--- src/rtl/vel_accum_sat.sv ---
// Windowed velocity accumulator: sums the current sample with DEPTH past samples and clamps to
// [0, SAT_MAX]. Define VEL_SLEW_LIMIT_EN to limit each output step to +/-SLEW_STEP.
module vel_accum_sat #(
  parameter int IN_W      = 9,
  parameter int OUT_W     = 8,
  parameter int DEPTH     = 1,
  parameter int SAT_MAX   = 254,
  parameter int SLEW_STEP = 8
) (
  input  logic                   CLK,
  input  logic                   RST_N,
  input  logic signed [IN_W-1:0] in_vel,
  input  logic                   in_valid,
  input  logic                   clr,
  output logic [OUT_W-1:0]       out_vel,
  output logic                   out_valid,
  output logic                   ovf,
  output logic                   udf,
  output logic                   ovf_sticky,
  output logic                   primed
);

  localparam int CNT_W = $clog2(DEPTH + 1);
  // One extra bit beyond the growth of DEPTH+1 terms keeps the signed sum from wrapping.
  localparam int SUM_W = IN_W + CNT_W + 1;
  localparam logic signed [SUM_W-1:0] SatMaxS = SUM_W'(SAT_MAX);
  localparam logic [CNT_W-1:0] DepthC = CNT_W'(DEPTH);

  logic signed [IN_W-1:0] hist_q [DEPTH];
  logic [CNT_W-1:0]       fill_q;
  logic [OUT_W-1:0]       out_vel_q;
  logic                   out_valid_q;
  logic                   ovf_q;
  logic                   udf_q;
  logic                   sticky_q;

  logic signed [SUM_W-1:0] sum_c;
  logic [OUT_W-1:0]        target_c;
  logic [OUT_W-1:0]        next_vel_c;
  logic                    ovf_c;
  logic                    udf_c;

  always_comb begin
    sum_c = {{(SUM_W-IN_W){in_vel[IN_W-1]}}, in_vel};
    for (int i = 0; i < DEPTH; i++) begin
      sum_c = sum_c + {{(SUM_W-IN_W){hist_q[i][IN_W-1]}}, hist_q[i]};
    end
  end

  always_comb begin
    target_c = '0;
    ovf_c    = 1'b0;
    udf_c    = 1'b0;
    if (sum_c[SUM_W-1]) begin
      udf_c = 1'b1;
    end else if (sum_c > SatMaxS) begin
      target_c = OUT_W'(SAT_MAX);
      ovf_c    = 1'b1;
    end else begin
      target_c = sum_c[OUT_W-1:0];
    end
  end

`ifdef VEL_SLEW_LIMIT_EN
  logic [OUT_W:0] step_w;
  logic [OUT_W:0] up_w;
  logic [OUT_W:0] diff_w;

  always_comb begin
    step_w     = (OUT_W+1)'(SLEW_STEP);
    up_w       = {1'b0, out_vel_q} + step_w;
    diff_w     = {1'b0, out_vel_q} - {1'b0, target_c};
    next_vel_c = target_c;
    if (target_c > out_vel_q) begin
      if ({1'b0, target_c} > up_w) next_vel_c = up_w[OUT_W-1:0];
    end else if (target_c < out_vel_q) begin
      if (diff_w > step_w) next_vel_c = out_vel_q - step_w[OUT_W-1:0];
    end
  end
`else
  always_comb begin
    next_vel_c = target_c;
  end
`endif

  always_ff @(posedge CLK) begin
    if (!RST_N || clr) begin
      for (int i = 0; i < DEPTH; i++) hist_q[i] <= '0;
      fill_q      <= '0;
      out_vel_q   <= '0;
      out_valid_q <= 1'b0;
      ovf_q       <= 1'b0;
      udf_q       <= 1'b0;
      sticky_q    <= 1'b0;
    end else begin
      out_valid_q <= in_valid;
      ovf_q       <= in_valid & ovf_c;
      udf_q       <= in_valid & udf_c;
      if (in_valid) begin
        hist_q[0] <= in_vel;
        for (int i = 1; i < DEPTH; i++) hist_q[i] <= hist_q[i-1];
        if (fill_q != DepthC) fill_q <= fill_q + 1'b1;
        out_vel_q <= next_vel_c;
        sticky_q  <= sticky_q | ovf_c | udf_c;
      end
    end
  end

  assign out_vel    = out_vel_q;
  assign out_valid  = out_valid_q;
  assign ovf        = ovf_q;
  assign udf        = udf_q;
  assign ovf_sticky = sticky_q;
  assign primed     = (fill_q == DepthC);

endmodule

--- config.mk ---
export PLATFORM = sky130hd
export DESIGN_NAME = vel_accum_sat
export DESIGN_NICKNAME = d
export VERILOG_FILES = /design/src/rtl/vel_accum_sat.sv
export SDC_FILE = /design/constraint.sdc
export NUM_CORES = 1
export LEC_CHECK = 0
export CAP_MARGIN = 25
export CORE_ASPECT_RATIO = 1.4
export CORE_MARGIN = 10
export CORE_UTILIZATION = 49
export CTS_CLUSTER_DIAMETER = 100
export DETAILED_ROUTE_END_ITERATION = 12
export MAX_ROUTING_LAYER = met4
export PLACE_DENSITY = 0.88
export SYNTH_ARGS = -nofsm -noshare
export SYNTH_HDL_FRONTEND = slang
export SYNTH_SLANG_ARGS = --single-unit
--- constraint.sdc ---
create_clock -name CLK -period 4.15 [get_ports CLK]
set_clock_uncertainty 0.05 [all_clocks]
set_input_delay 0.83 -clock CLK [delete_from_list [all_inputs] [get_ports CLK]]
set_output_delay 0.83 -clock CLK [all_outputs]
set_load 0.01 [all_outputs]
**Word-level counts from Yosys, hierarchy flattened**

Memory sizes are Yosys's and may differ from the RTL's.
Index checks and enable logic that the tools add are counted.

- Register bits after elaboration: 13
- Memory bits (writable): 9
- Input port bits: 13
- Output and inout bits: 13
- Memories kept: 1

Memory list:

| name | words | width | rd ports | clocked after memory_dff | write ports | RTL line | text |
|---|---|---|---|---|---|---|---|
| hist_q | 1 | 9 | 1 | 0 | 1 | 29 | `logic signed [IN_W-1:0] hist_q [DEPTH];` |

- Mux-type cells: 13
- Bitwise operators: 4
- Add/subtract/negate cells: 2
- $lt $le $gt $ge: 1
- Reduce and logical (&&, ||, !) cells: 3

Operators with widths:

| cell | count |
|---|---|
| $mux W8 | 2 |
| $add A9 B9 Y10 | 1 |
| $gt A10 B9 Y1 const B | 1 |
| $mux W1 | 10 |
| $mux W9 | 1 |
| $reduce_or A9 Y1 | 1 |
| $and A1 B1 Y1 | 2 |
| $or A1 B1 Y1 | 2 |
| $add A1 B1 Y1 const B | 1 |
| $logic_not A1 Y1 | 1 |
| $logic_or A1 B1 Y1 | 1 |

**Longest topological paths before layout**

- Depth in word-level cells: 6
- Gate-level depth with buffers: 9
- Mapped depth without buffers: 9

**Worst setup path before layout**

No wires, ideal clock.

- Kind: in2reg
- Start point: input port in_vel[0]
- End point: register out_vel_q[0], in the netlist out_vel[0]
- Buffers on the path: 0
- Setup time: 0.117 ns
- Data required time: 3.983 ns
- Cell stages on the path: 9
- Arrival: 3.022 ns
- Setup slack: 0.961 ns
- Path through: ha_1 > inv_1 > fa_1 > nor2b_4 > o31a_4 > or4b_1 > or4_1 > o31a_1 > a32o_1

- Longest elaborated chain between the ends: 4

RTL lines:

| item | RTL line | text |
|---|---|---|
| from (decl) | 12 | `input logic signed [IN_W-1:0] in_vel,` |
| $add A9 B9 Y10 * | 46 | `sum_c = sum_c + {{(SUM_W-IN_W){hist_q[i][IN_W-1]}}, hist_q[i]};` |
| $gt A10 B9 Y1 | 56 | `end else if (sum_c > SatMaxS) begin` |
| $mux W8 | 56 |  |
| $mux W8 * | 54 | `if (sum_c[SUM_W-1]) begin` |
| to (signal assigned) | 103 | `out_vel_q <= next_vel_c;` |
| to (decl) | 31 | `logic [OUT_W-1:0] out_vel_q;` |

Every way passes the cells marked *; elsewhere a longest branch is shown, timed or not.
A chain may end at the register's enable or synchronous reset.

**Final worst setup path**

- Start point: input port in_vel[1]
- End point: register out_vel_q[0], in the netlist out_vel[0]

Same word-level chain as after synthesis.

==> flow_summary.json <==
{
  "status": "finished clean",
  "dp_hpwl_um": 2200,
  "synth_cells": 117,
  "setup.worst_path.end_class": "register",
  "floorplan.rows": 21,
  "synthesis.area_um2": 1200,
  "critical_path.top_delay_family": "compound AO/OA/AOI/OAI gates",
  "stdcell_count": 166,
  "viasPerCell": 6.07,
  "synth-compound-area-share": 0.205,
  "fmax_mhz": 283,
  "path_max_fanout": 9,
  "relSlewSlack": 0.557,
  "avgSynthCellArea_um2": 10.3,
  "rsz0062_at_grt": "no",
  "hold_path.class": "register to register",
  "ys_ff_latch": 22,
  "grt_usage": 0.129,
  "pwr-share-seq": 0.502,
  "cpPeakStageDelay_ns": 0.63,
  "period_share": 0.852,
  "start_util": 0.509,
  "clkLatencyLatePin_ns": 0.31,
  "drive_gt1_frac": 0.0559,
  "clk_path_buf_depth": 2,
  "setup_slack_ns": 0.613,
  "place_area_um2": 1480,
  "timing.hold.ws_ns": 0.419,
  "grt_max_degree": 13,
  "dp_slack_ns": 0.408,
  "postCtsSetupBuffers": 0,
  "hold_depth": 1,
  "holdCritStartpoint": "primed$_SDFFE_PP0P_",
  "drv_slew": 0,
  "syn_to_final_growth_pct": 25.6,
  "seq_area_frac_synth": 0.441,
  "min_delay_worst_endpoint": "primed$_SDFFE_PP0P_",
  "highest_layer": "met4",
  "crit_type": "primary input to register",
  "die_area_um2": 4870,
  "cts_root_buffer": "clkbuf_4",
  "cp.buffers_inverters": 1,
  "cts_buffers": 3,
  "antenna_left": 0,
  "postCtsHoldBufs": 0,
  "first_global_vias": 1026,
  "drc": 0,
  "syn-num-nets": 140,
  "wl_per_cell_um": 17.1,
  "place_inst": 162,
  "first_iter_violations": 36,
  "synthAdderAreaFrac": 0.110,
  "cts_tree": "done",
  "cts_sinks": 22,
  "path_clk_slew_ns": 0.12,
  "r2r-end": "out_vel[0]$_SDFFE_PP0P_",
  "fillers": 183,
  "start_kind": "primary input",
  "place.gp.congestion": 0.824,
  "final-hold-violation-count": 0,
  "nNetsFinal": 167,
  "yosysWarnings": 0,
  "p_leak_nw": 0.630,
  "wl_met2_um": 1510,
  "finalSetupViolations": 0,
  "crit_chain": "clkdlybuf4s50_1 > ha_1 > a211oi_1 > nor3_1 > a2111oi_0 > mux2i_1 > and2_1 > a32o_1",
  "critical_path_arrival_ns": 3.70,
  "grt_pass1_wl_um": 4710,
  "dr_wl_met3_um": 160,
  "worstMarginPinSlew_ns": 0.647,
  "synth_ff_type": "dfxtp_1",
  "design_area_um2": 1510,
  "crit_slowest_cell": "a2111oi_0",
  "first_pass_iters": 4,
  "vias": 1008,
  "r2r_start": "hist_q[0][1]$_SDFFCE_PN0P_",
  "switching_share": 0.276,
  "peakVddDrop_mv": 0.250,
  "ff2ff_path_depth": 7,
  "clkPwrFrac": 0.244,
  "final_common_cell": "clkdlybuf4s50_1",
  "p_per_area_nw_per_um2": 318,
  "diodes": 0,
  "drt_wl_total_um": 2850,
  "crit_cells": 8,
  "cap_violations": 0,
  "rrSetupSlack_ns": 1.18,
  "io_buffer_count": 25,
  "async_reset_ff_frac": 0,
  "cts_resized": 0,
  "muxShareOfSynthArea": 0.00832,
  "yosysUniqueCellTypes": 42,
  "grt_overflow": 0,
  "finalCriticalPeriod_ns": 3.54,
  "die_x_um": 61.9,
  "synthSimpleGateAreaFrac": 0.180,
  "core_um2": 2360,
  "final_cell_mix": "clkdlybuf4s50_1 (25), dfxtp_1 (13), nand2_1 (9), ha_1 (9), edfxtp_1 (9)",
  "die_h_um": 78.6,
  "synth-xor-area-share": 0.0218,
  "wl_met1_um": 1130,
  "p_int_uw": 348,
  "antenna_found_initial": 0,
  "crit_required_ns": 4.31,
  "setup_tns_ns": 0,
  "cts_max_level": 1,
  "synth_top_family_by_area": "compound AO/OA/AOI/OAI gates",
  "ios": 26,
  "p_switching_uw": 133,
  "p_comb_frac": 0.254,
  "synth-edff-count": 9
}
[Yosys cell counts (2+ instances only)]
cell	n	area [µm²]
edfxtp_1	9	270
clkbuf_1	4	15.0
xnor2_1	2	17.5
nor2b_1	2	12.5
o21a_1	3	22.5
a21oi_1	2	10.0
and3_1	8	50.1
nand2_1	9	33.8
dfxtp_1	13	260
inv_1	7	26.3
o21ai_0	6	30.0
ha_1	9	113
a22o_1	7	61.3
nor2_1	5	18.8
or4_1	2	15.0
nor3_1	3	15.0
[final cells by class]
cell class | count | area, µm² | area share
tap | 23 | 28.8 | 0.0190
sequential | 22 | 531 | 0.351
multi-input combinational | 84 | 632 | 0.418
timing repair buffer | 26 | 258 | 0.171
inverter | 7 | 26.3 | 0.0174
clock buffer | 4 | 36.3 | 0.0240
[metal layers]
metal / global-route usage / up-vias
li1: - / 491
met1: 0.140 / 475
met2: 0.212 / 36
met3: 0.0258 / 6
met4: 0.0650 / 0
met5: - / -
[sequential cells by signal (all words and copies together) (netlist names)]
| register | flops |
|---|---|
| out_vel | 8 |
| udf | 1 |
| hist_q | 9 |
| out_valid | 1 |
| ovf | 1 |
| ovf_sticky | 1 |
| primed | 1 |
[power groups by stage]
stage | logic, mW | registers [mW] | clock network, mW
2_1_floorplan | 0.0734 | 0.248 | 0
3_3_place_gp | 0.114 | 0.245 | 0
3_5_place_dp | 0.119 | 0.246 | 0
4_1_cts | 0.121 | 0.241 | 0.122
5_1_grt | 0.135 | 0.242 | 0.133
6_report | 0.122 | 0.241 | 0.117
[per-stage QoR]
step | util | total power [mW]
final | 0.639 | 0.481
after global routing | 0.639 | 0.510
after CTS | 0.639 | 0.484
after detailed placement | 0.624 | 0.365
after global placement | 0.624 | 0.359
after floorplan | - | 0.321
[how the worst max path moves through the flow]
stage | start | endpoint | slack (ns)
after global placement | in_vel[0] | out_vel[0]$_SDFFE_PP0P_ | 0.46
after floorplan | in_vel[0] | out_vel[0]$_SDFFE_PP0P_ | 0.96
final | in_vel[1] | out_vel[0]$_SDFFE_PP0P_ | 0.61
after CTS | in_vel[1] | out_vel[0]$_SDFFE_PP0P_ | 0.68
after detailed placement | in_vel[0] | out_vel[0]$_SDFFE_PP0P_ | 0.41
after global routing | in_vel[1] | out_vel[0]$_SDFFE_PP0P_ | 0.43
[logic make-up after synthesis]
family | count (synthesis)
and+or+nand+nor | 38
AOI/OAI and AO/OA | 32
DFF | 22
buffers and inverters | 11
adders and majority gates | 10
xor gates and xnor gates | 3
muxes | 1
Power figures use the tool's default switching activity.
